$ cat src/rtl/nrzi_pkg.sv
// Shared types and constants for the NRZI receive path.
package nrzi_pkg;

  typedef enum logic {
    HUNT = 1'b0,
    DATA = 1'b1
  } state_e;

  localparam logic [7:0] FLAG_DEFAULT = 8'h7E;

endpackage

$ cat src/rtl/t_to_d_bit.sv
// Toggle-to-level cell: decodes one toggle-encoded line sample per enabled cycle.
module t_to_d_bit #(
  parameter logic IDLE_LEVEL = 1'b0
) (
  input  logic clk_i,
  input  logic rst_ni,
  input  logic en_i,
  input  logic line_i,
  output logic bit_o
);

  logic prev_q;
  logic prev_d;

  always_comb begin
    prev_d = prev_q;
    if (en_i) begin
      prev_d = line_i;
    end
  end

  always_ff @(posedge clk_i or negedge rst_ni) begin
    if (!rst_ni) begin
      prev_q <= IDLE_LEVEL;
    end else begin
      prev_q <= prev_d;
    end
  end

  assign bit_o = line_i ^ prev_q;

endmodule

$ cat src/rtl/nrzi_rx_decoder.sv
// NRZI receiver: hunts for the frame flag, then delivers decoded bytes over a
// valid/ready handshake until the closing flag.
module nrzi_rx_decoder
  import nrzi_pkg::*;
#(
  parameter logic [7:0] FLAG       = FLAG_DEFAULT,
  parameter logic       IDLE_LEVEL = 1'b0
) (
  input  logic       clk,
  input  logic       rst,
  input  logic       in_line,
  input  logic       in_en,
  output logic [7:0] out_data,
  output logic       out_valid,
  input  logic       out_ready,
  output logic       eof,
  output logic       in_frame,
  output logic       overflow
);

  state_e      state_q, state_d;
  logic [7:0]  sh_q, sh_d;
  logic [2:0]  cnt_q, cnt_d;
  logic [7:0]  data_q, data_d;
  logic        valid_q, valid_d;
  logic        eof_q, eof_d;
  logic        ovf_q, ovf_d;

  logic        bit_dec;
  logic [7:0]  shifted;
  logic        flag_hit;
  logic        byte_done;
  logic        close;
  logic        deliver;

  t_to_d_bit #(
    .IDLE_LEVEL(IDLE_LEVEL)
  ) u_t_to_d (
    .clk_i (clk),
    .rst_ni(rst),
    .en_i  (in_en),
    .line_i(in_line),
    .bit_o (bit_dec)
  );

  // One shift register serves both the flag hunt and byte assembly.
  assign shifted   = {bit_dec, sh_q[7:1]};
  assign flag_hit  = in_en && (state_q == HUNT) && (shifted == FLAG);
  assign byte_done = in_en && (state_q == DATA) && (cnt_q == 3'd7);
  assign close     = byte_done && (shifted == FLAG);
  assign deliver   = byte_done && (shifted != FLAG);

  always_ff @(posedge clk or negedge rst) begin
    if (!rst) begin
      state_q <= HUNT;
    end else begin
      state_q <= state_d;
    end
  end

  always_comb begin
    state_d = state_q;
    unique case (state_q)
      HUNT:    if (flag_hit) state_d = DATA;
      DATA:    if (close)    state_d = HUNT;
      default: state_d = HUNT;
    endcase
  end

  always_comb begin
    in_frame = (state_q == DATA);
  end

  always_comb begin
    sh_d = sh_q;
    if (in_en) begin
      sh_d = shifted;
    end
    if (close) begin
      sh_d = '0;
    end

    cnt_d = cnt_q;
    if (flag_hit) begin
      cnt_d = '0;
    end else if (in_en && (state_q == DATA)) begin
      cnt_d = cnt_q + 3'd1;
    end

    // A completing byte may reuse the slot freed by this cycle's handshake.
    data_d  = data_q;
    valid_d = valid_q;
    ovf_d   = ovf_q;
    if (valid_q && out_ready) begin
      valid_d = 1'b0;
    end
    if (deliver) begin
      if (!valid_q || out_ready) begin
        data_d  = shifted;
        valid_d = 1'b1;
      end else begin
        ovf_d = 1'b1;
      end
    end

    eof_d = close;
  end

  always_ff @(posedge clk or negedge rst) begin
    if (!rst) begin
      sh_q    <= '0;
      cnt_q   <= '0;
      data_q  <= '0;
      valid_q <= 1'b0;
      eof_q   <= 1'b0;
      ovf_q   <= 1'b0;
    end else begin
      sh_q    <= sh_d;
      cnt_q   <= cnt_d;
      data_q  <= data_d;
      valid_q <= valid_d;
      eof_q   <= eof_d;
      ovf_q   <= ovf_d;
    end
  end

  assign out_data  = data_q;
  assign out_valid = valid_q;
  assign eof       = eof_q;
  assign overflow  = ovf_q;

endmodule
$ cat config.mk
export PLATFORM = sky130hd
export DESIGN_NAME = nrzi_rx_decoder
export DESIGN_NICKNAME = d
export VERILOG_FILES = /design/src/rtl/nrzi_pkg.sv /design/src/rtl/t_to_d_bit.sv /design/src/rtl/nrzi_rx_decoder.sv
export SDC_FILE = /design/constraint.sdc
export NUM_CORES = 1
export LEC_CHECK = 0
export ABC_AREA = 1
export BUFFER_PORTS_ARGS = -buffer_cell sky130_fd_sc_hd__buf_4
export CAP_MARGIN = 15
export CORE_UTILIZATION = 45
export CTS_BUF_LIST = sky130_fd_sc_hd__clkbuf_16
export CTS_CLUSTER_DIAMETER = 100
export CTS_CLUSTER_SIZE = 10
export DETAILED_ROUTE_END_ITERATION = 12
export GPL_ROUTABILITY_DRIVEN = 1
export PLACE_DENSITY = 0.73
export SLEW_MARGIN = 15
export SYNTH_ARGS = -nofsm -noshare
export SYNTH_HDL_FRONTEND = slang
export SYNTH_SLANG_ARGS = --single-unit
$ cat constraint.sdc
create_clock -name clk -period 1.7 [get_ports clk]
set_input_delay 0.34 -clock clk [delete_from_list [all_inputs] [get_ports clk]]
set_output_delay 0.34 -clock clk [all_outputs]
set_load 0.02 [all_outputs]
-- Yosys cells after proc, flatten, opt, wreduce, memory -nomap -nowiden
Index checks and enable logic that the tools add are counted.
- register bits after elaboration: 24
- latch bits: 0
- RAM bits: 0
- bits in read-only memories: 0
- output and inout port bits: 12
- logic and storage cells: 38
- memories kept: 0
- add/sub/neg operators: 1
- multiply operators: 0
- divide/modulo/power cells: 0
- $lt $le $gt $ge: 0
- equality and inequality tests: 3
- shift-type cells: 0
- mux-type cells: 10
- bitwise logic cells: 3
- reductions and logical operators: 13
- operator list (operator ; number):
    8-bit two-way mux ; 2
    8-bit by 7-bit equality test with 1-bit output, second input constant ; 1
    8-bit by 7-bit inequality test with 1-bit output, second input constant ; 1
    1-bit logical AND ; 7
    3-bit two-way mux ; 2
    1-bit two-way mux ; 5
    2-bit AND reduction ; 2
    2-bit nonzero test ; 2
    3-bit by 1-bit adder with 3-bit output, second input constant ; 1
    3-bit equality test, second input constant ; 1
    1-bit NOT ; 2
    1-bit one-hot mux with 2 select lines ; 1
    1-bit logical NOT ; 1
    1-bit logical OR ; 1
    1-bit bitwise XOR ; 1

-- Logic depth before layout (Yosys ltp)
Gate-level depths: netlist (run 1).
- depth after elaboration: 5
- depth in mapped cells: 8
- gate-level depth less buffers: 7

-- Hierarchy
A second synthesis (run 1) with hierarchy kept.
- cell total of the unflattened synthesis: 116
- area, all modules: 1051.0 µm²
- modules (own cells, without submodules) (module ; times used ; cells each ; area each (µm²) ; sequential area each (µm²)):
    nrzi_rx_decoder ; 1 ; 106 ; 992.2 ; 550.5
    t_to_d_bit ; 1 ; 10 ; 58.8 ; 25.0

-- Worst setup path before layout (run 1)
No wires, ideal clock.
- path type: reg2reg
- start: register cnt_q[0]
- end: register data_q[0], in the netlist out_data[0]
- arrival: 1.243 ns
- data required time: 1.634 ns
- slack: 0.392 ns
- cell stages (with the launch flop): 9
- path buffers: 1
- period minus slack after synthesis: 1.308 ns
- cells stage by stage: dfrtp_1 -> ha_1 -> ha_1 -> inv_1 -> nor2_8 -> buf_6 -> nand3_4 -> nand2_1 -> nand2_1
- longest elaborated chain between the ends: 4
- RTL lines (what ; line ; text):
    start, declared ; nrzi_rx_decoder.sv:23 ; logic [2:0] cnt_q, cnt_d;
    start signal, assigned ; nrzi_rx_decoder.sv:119 ; cnt_q <= cnt_d;
    3-bit equality test ; nrzi_rx_decoder.sv:49 ; assign byte_done = in_en && (state_q == DATA) && (cnt_q == 3'd7);
    1-bit logical AND ; nrzi_rx_decoder.sv:49 ;
    1-bit logical AND ; nrzi_rx_decoder.sv:51 ; assign deliver = byte_done && (shifted != FLAG);
    2-bit AND reduction (no source line) ; -- ;
    end signal, assigned ; nrzi_rx_decoder.sv:120 ; data_q <= data_d;
    end, declared ; nrzi_rx_decoder.sv:24 ; logic [7:0] data_q, data_d;
Every way passes these cells.
A chain may end at the register's enable or synchronous reset.

-- Worst setup path in the final report (run 1)
- start: register cnt_q[0]
- end: register sh_q[1]
- longest elaborated chain between the ends: 4
- RTL lines (what ; line ; text):
    3-bit equality test (*) ; nrzi_rx_decoder.sv:49 ;
    1-bit logical AND (*) ; nrzi_rx_decoder.sv:49 ;
    1-bit logical AND (*) ; nrzi_rx_decoder.sv:50 ; assign close = byte_done && (shifted == FLAG);
    8-bit two-way mux or 2-bit nonzero test (tied branches) ; -- ;
    end signal, assigned ; nrzi_rx_decoder.sv:111 ; sh_q <= '0;
    end signal, assigned ; nrzi_rx_decoder.sv:118 ; sh_q <= sh_d;
    end, declared ; nrzi_rx_decoder.sv:22 ; logic [7:0] sh_q, sh_d;
Mark *: on every way between the ends. The rest lies on a longest branch, timed or not.

==> summary.txt, run 1 <==
Worst setup path
  • Most used cell, CP: ha_1
  • Crit-path max FO: 11
  • Top delay family on crit path: simple AND/OR/NAND/NOR gates
  • R2R depth: 7
  • Slowest CP cell: dfrtp_1
  • Worst path required time: 1.84 ns
  • Reg-to-reg critical path startpoint: cnt_q[0]
  • Worst R2R End: sh_q[1]
  • Critical Path Source Type: flop
  • CP endpoint kind: flop
  • CP Cell Sequence: ha_1 > ha_1 > inv_1 > nor2_8 > nand4_4 > nand3_1 > nand2_1
  • Largest stage delay on the critical path: 0.37 ns
  • CP Buf/Inv Count: 1
  • CP arrival: 1.58 ns
  • Crit Path Class: reg2reg
  • Reg2Reg Setup Slack: 0.27 ns

CTS
  • Post-CTS Setup Bufs: 0
  • Clock latency on the worst-skew pair: 0.26 ns
  • CTS tree: built
  • Cts bufs inserted: 3
  • CTS resizes: 0
  • CTS Hold Bufs: 1
  • TritonCTS Sinks: 23
  • H-Tree Depth: 1
  • Deepest clock path buffer count: 2
  • Clock root buffer: clkbuf_16
  • CTS clk-pin slew, worst paths: 0.06 ns

STA
  • Slew Viols, Final: 0
  • Final setup fails: 0
  • Fmax: 699 MHz
  • Hold Worst Slack: 0.304 ns
  • Endpoints failing hold: 0
  • RSZ-0062 raised after global routing: false
  • Minimum clock period: 1.43 ns
  • Measured slew at the worst slew-check pin: 0.374 ns
  • Setup_tns: 0 ns
  • Fin crit share: 0.842
  • Final clock skew: 0.00347 ns
  • Worst slew margin: 0.750

Route
  • Via count: 807
  • Final ANT Viol Nets: 0
  • WL per Instance: 12.1 um
  • Routed WL: 1940 um
  • Residual DRC: 0
  • Drt pass-1 iters: 4
  • Routed vias/inst: 5.04
  • Initial drt markers: 16

Layout
  • Diode count: 0
  • Final Cell Area: 1300 um^2
  • Most common cell after layout, fill and taps aside: nand2_1
  • Fraction of layout cells with a size suffix above 1: 0.235
  • Most frequent cells in the layout: 45 x nand2_1, 23 x dfrtp_1, 16 x buf_4, 9 x nand4_1, 9 x nand3_1
  • Area Overhead vs Synth: 20.3%
  • Filler Cell Count: 202
  • # nets final: 140

Min path
  • Worst Hold End: u_t_to_d.prev_q
  • Worst min-delay path class: in2reg
  • Worst hold path stage count: 3
  • Hold_sp: in_line

GRT
  • Initial antenna violation count: 0
  • Total GRT Usage: 0.182
  • Pin count of the biggest net entering global routing: 24
  • First-pass GRT wire length: 3420 um
  • Vias in the first global route: 802
  • GR Overflow Total: 0

Placed design
  • Area after DPL: 1210 um^2
  • Detailed-placement wirelength estimate: 1350 um
  • Port Buffers: 16
  • Gpl congestion: 0.787

Synth
  • Syn avg cell area: 9.46 um^2
  • Synth unique cells: 19
  • Syn Inst Count: 114
  • Syn_nets: 121
  • Mapped cell area: 1080 um^2
  • Yosys reg bits: 23
  • Post-synthesis sequential area ratio: 0.534
  • Synth Warn #: 0

Power
  • Pwr/cell area: 933 nW/um^2
  • Worst vdd ir: 0.000533 V
  • Leak: 0.752 nW

Floorplan
  • Die Area: 2600 um^2
  • Die Ht: 51.0 um
  • Io pins: 17
  • Initial Util: 0.483
  • Die width: 51.0 um
  • Row cnt: 17
  • Core area: 2230 um^2

Run status
  • Status: finished clean

Flow run
  • Max-Cap Viols: 0
-- how the worst max path moves through the flow --
| stage | startpoint | to | slack [ns] | cells past startpoint |
|---|---|---|---|---|
| 2_1_floorplan | cnt_q[0] | out_data[0] | 0.39 | 8 |
| 3_3_place_gp | cnt_q[0] | sh_q[3] | 0.35 | 7 |
| 3_5_place_dp | cnt_q[0] | sh_q[1] | 0.28 | 7 |
| 4_1_cts | cnt_q[0] | sh_q[1] | 0.25 | 7 |
| 5_1_grt | cnt_q[0] | sh_q[1] | 0.14 | 7 |
| 6_report | cnt_q[0] | sh_q[1] | 0.27 | 7 |
-- per-stage QoR --
stage / worst slack, ns / utilization / std cells / power (mW)
3_3_place_gp: 0.353 / 0.541 / 155 / 0.704
5_1_grt: 0.136 / 0.581 / 160 / 1.26
3_5_place_dp: 0.280 / 0.541 / 155 / 0.712
4_1_cts: 0.255 / 0.581 / 160 / 1.22
6_report: 0.269 / 0.581 / 160 / 1.21
2_1_floorplan: 0.392 / - / 114 / 0.674
-- Yosys cell counts --
cell type,instances,share of area
nor2_1,1,0.0035
nand2_2,1,0.0058
inv_1,8,0.028
nand3_4,2,0.032
dfrtp_1,23,0.53
nand2_4,1,0.010
clkbuf_1,1,0.0035
nand4_4,1,0.020
ha_1,2,0.023
nor2_8,1,0.019
nor2_4,2,0.021
nand4_1,9,0.052
nand2_1,45,0.16
or2_2,1,0.0058
buf_6,2,0.021
o21ai_0,2,0.0093
nand3_1,9,0.042
inv_2,2,0.0070
o21bai_1,1,0.0070
-- power by group --
group	internal, mW	leakage, nW	switching [mW]
combinational	0.0312	0.400	0.0594
clock	0.316	0.0409	0.190
sequential	0.578	0.311	0.0355
total	0.926	0.752	0.285
-- sequential cells by signal, indices dropped and copies added (netlist names) --
register	flops
out_valid	1
cnt_q	3
eof	1
out_data	8
in_frame	1
sh_q	7
u_t_to_d.prev_q	1
overflow	1
-- cell families after synthesis --
kind of cell | after synthesis | share of synthesized area
and+or+nand+nor | 73 | 0.368
DFF | 23 | 0.534
buffers and inverters | 13 | 0.0592
AOI/OAI and AO/OA | 3 | 0.0162
adders and majority gates | 2 | 0.0232
-- worst min-delay path, stage by stage --
cell	delay (ns)
buf_4	0.09
nand2_1	0.04
o21ai_0	0.05
-- per-layer routing --
layer | routed length [um] | up-vias | global-route usage
met1 | 867 | 376 | 0.220
met4 | 27 | 0 | 0.106
met3 | 92 | 4 | 0.0357
met5 | 0 | - | 0
met2 | 949 | 24 | 0.298
li1 | - | 403 | -
-- cell type report --
cell class | instances | area (um^2) | share of cell area
flip-flops and latches | 23 | 576 | 0.444
multi-input cells | 78 | 439 | 0.338
repair buffers | 17 | 130 | 0.100
clock buffers | 3 | 75.1 | 0.0579
inverters | 10 | 37.5 | 0.0289
well taps | 28 | 35.0 | 0.0270
clock inverters | 1 | 5.00 | 0.00386
Note: power is estimated with default switching activity, not from simulation.
==> inputs of run 2 (changes only) <==
Settings changed: PLACE_DENSITY 0.73 to 0.75.
Clock period 1.7 ns to 1.3 ns, I/O delays scaled along.
==> summary.txt, run 2 (synthesis gave the netlist of run 1 again) <==
Run status
  • Status: finished with violations (was finished clean)
  • Failing checks: negative setup slack

Power
  • Switch share: 0.230 (was 0.235)
  • Combinational share of power: 0.119 (was 0.075)
  • Pwr/cell area: 1120 nW/um^2 (was 933 nW/um^2)
  • Net Sw Power: 0.376 mW (was 0.285 mW)
  • P_int: 1.26 mW (was 0.926 mW)
  • Share of power burned in registers: 0.486 (was 0.507)
  • Post-layout total power: 1.63 mW (was 1.21 mW)
  • Clock Power Share: 0.395 (was 0.418)
  • Worst vdd ir: 0.000936 V (was 0.000533 V)
  • Leak: 0.814 nW (was 0.752 nW)

Flow run
  • Max-Cap Viols: 0 (unchanged)

GRT
  • GR Overflow Total: 0 (unchanged)
  • Pin count of the biggest net entering global routing: 24 (unchanged)
  • Initial antenna violation count: 0 (unchanged)
  • Total GRT Usage: 0.180 (was 0.182)
  • Vias in the first global route: 751 (was 802)
  • First-pass GRT wire length: 3430 um (was 3420 um)

Worst setup path
  • Crit path capture: sh_q[3] (was sh_q[1])
  • Worst R2R End: sh_q[3] (was sh_q[1])
  • Crit-path max FO: 8 (was 11)
  • Worst Setup SP: cnt_q[1] (was cnt_q[0])
  • Crit Path Class: reg2reg (unchanged)
  • Reg-to-reg critical path startpoint: cnt_q[1] (was cnt_q[0])
  • CP arrival: 1.45 ns (was 1.58 ns)
  • R2R depth: 7 (unchanged)
  • Critical Path Source Type: flop (unchanged)
  • Worst path required time: 1.44 ns (was 1.84 ns)
  • Reg2Reg Setup Slack: -0.01 ns (was 0.27 ns)
  • CP endpoint kind: flop (unchanged)

Floorplan
  • Die Ht: 51.0 um (unchanged)
  • Die Area: 2600 um^2 (unchanged)
  • Core area: 2230 um^2 (unchanged)
  • Initial Util: 0.483 (unchanged)
  • Io pins: 17 (unchanged)
  • Die width: 51.0 um (unchanged)
  • Row cnt: 17 (unchanged)

Min path
  • Worst hold path stage count: 3 (unchanged)
  • Worst min-delay path class: in2reg (unchanged)

CTS
  • TritonCTS Sinks: 23 (unchanged)
  • H-Tree Depth: 1 (unchanged)
  • Clock root buffer: clkbuf_16 (unchanged)
  • CTS clk-pin slew, worst paths: 0.06 ns (about the same)
  • CTS tree: built (unchanged)
  • Clock latency on the worst-skew pair: 0.25 ns (was 0.26 ns)
  • Deepest clock path buffer count: 2 (unchanged)
  • Cts bufs inserted: 3 (unchanged)

STA
  • Hold Worst Slack: 0.230 ns (was 0.304 ns)
  • Setup_tns: -0.00997 ns (was 0 ns)
  • Final setup fails: 1 (was 0)
  • Final worst slack: -0.00997 ns (was 0.269 ns)
  • Slew Viols, Final: 0 (unchanged)
  • RSZ-0062 raised after global routing: true (was false)
  • Final clock skew: 0.00243 ns (was 0.00347 ns)
  • Measured slew at the worst slew-check pin: 0.394 ns (was 0.374 ns)
  • Worst slew margin: 0.737 (was 0.750)
  • Minimum clock period: 1.31 ns (was 1.43 ns)
  • Fmax: 763 MHz (was 699 MHz)
  • Endpoints failing hold: 0 (unchanged)
  • Fin crit share: 1.01 (was 0.842)

Placed design
  • Post-Place Setup Slack: -0.0658 ns (was 0.280 ns)
  • Gpl congestion: 0.773 (was 0.787)
  • Port Buffers: 16 (unchanged)
  • Detailed-placement wirelength estimate: 1360 um (was 1350 um)
  • Placed cell count: 157 (was 155)

Layout
  • Most common cell after layout, fill and taps aside: nand2_1 (unchanged)
  • Area Overhead vs Synth: 35.2% (was 20.3%)
  • Max reg flops: 8 (unchanged)
  • Fraction of layout cells with a size suffix above 1: 0.407 (was 0.235)
  • Diode count: 0 (unchanged)
  • Finished Layout Cells: 173 (was 160)
  • Register area: 576 um^2 (unchanged)
  • Filler Cell Count: 186 (was 202)
  • Multi-input gate area: 508 um^2 (was 439 um^2)
  • # nets final: 153 (was 140)
  • Most frequent cells in the layout: 34 x nand2_1, 28 x buf_4, 23 x dfrtp_1, 11 x nand2_2, 9 x nand4_1 (was 45 x nand2_1, 23 x dfrtp_1, 16 x buf_4, 9 x nand4_1, 9 x nand3_1)

Route
  • Wl on met1: 965 um (was 867 um)
  • Max Used Layer: met3 (was met4)
  • Drt pass-1 iters: 4 (unchanged)
  • Met2 WL: 1110 um (was 949 um)
  • Residual DRC: 0 (unchanged)
  • Via count: 862 (was 807)
  • Metal3 WL: 73 um (was 92 um)
  • Routed vias/inst: 4.98 (was 5.04)
  • Initial drt markers: 20 (was 16)
  • Routed WL: 2150 um (was 1940 um)
  • Final ANT Viol Nets: 0 (unchanged)
  • WL per Instance: 12.4 um (was 12.1 um)
## run 2: changes by cell type in the layout (fill, tap and decap cells not counted)
cell      previous run  this run
buf_4               16        28
clkinv_2             1         0
nand2_1             45        34
ha_1                 2         0
nand2_4              1         2
nand2_2              1        11
nor2_4               2         3
ha_2                 0         1
ha_4                 0         1
inv_4                0         1
nand3_2              0         2
nand3_1              9         7
## run 2: how the worst min path moves through the flow
stage,startpoint,end
floorplan,rst,cnt_q[0]
global placement,rst,out_data[0]
detailed placement,rst,out_data[1]
CTS,in_line,u_t_to_d.prev_q
global route,in_line,u_t_to_d.prev_q
finish,in_line,u_t_to_d.prev_q
## run 2: layout make-up
cell class	count	share of cell area
clock buffer	3	0.0515
clock inverter	1	0.00258
inverter	10	0.0275
multi-input combinational	79	0.348
sequential	23	0.395
tap	28	0.0240
timing repair buffer	29	0.151
## run 2: power by group through the flow
stage / sequential, mW / combinational [mW] / clock [mW]
final: 0.794 / 0.195 / 0.645
after global placement: 0.807 / 0.127 / 0
after detailed placement: 0.810 / 0.134 / 0
after CTS: 0.797 / 0.144 / 0.663
after global routing: 0.795 / 0.220 / 0.700
after floorplan: 0.801 / 0.0807 / 0
## run 2: per-stage QoR
stage	util	instance area [um^2]
3_5_place_dp	0.547	1220
6_report	0.653	1460
5_1_grt	0.653	1460
4_1_cts	0.608	1360
2_1_floorplan	-	1080
3_3_place_gp	0.547	1220
## run 2: repair_timing
| item | in CTS | in global routing |
|---|---|---|
| setup buffers | 4 | 6 |
| endpoints found under the hold margin | 23 | 0 |
| hold buffers | 1 | 0 |
| setup endpoints to repair | 15 | 20 |
| gates cloned | 1 | 0 |
| resized for setup | 2 | 16 |
| pin swaps | 2 | 6 |
## run 2: layer usage
layer | vias to the layer above | track usage
met1 | 409 | 0.254
met5 | - | 0
met4 | 0 | 0.0741
met3 | 0 | 0.0268
met2 | 19 | 0.274
li1 | 434 | -
## run 2: worst max-delay path, stage by stage (launching register included)
cell and delay (ns):
dfrtp_1 0.36, ha_2 0.20, ha_4 0.14, inv_4 0.04, nor2_8 0.13, nand4_4 0.16, nand3_2 0.11, nand2_1 0.06
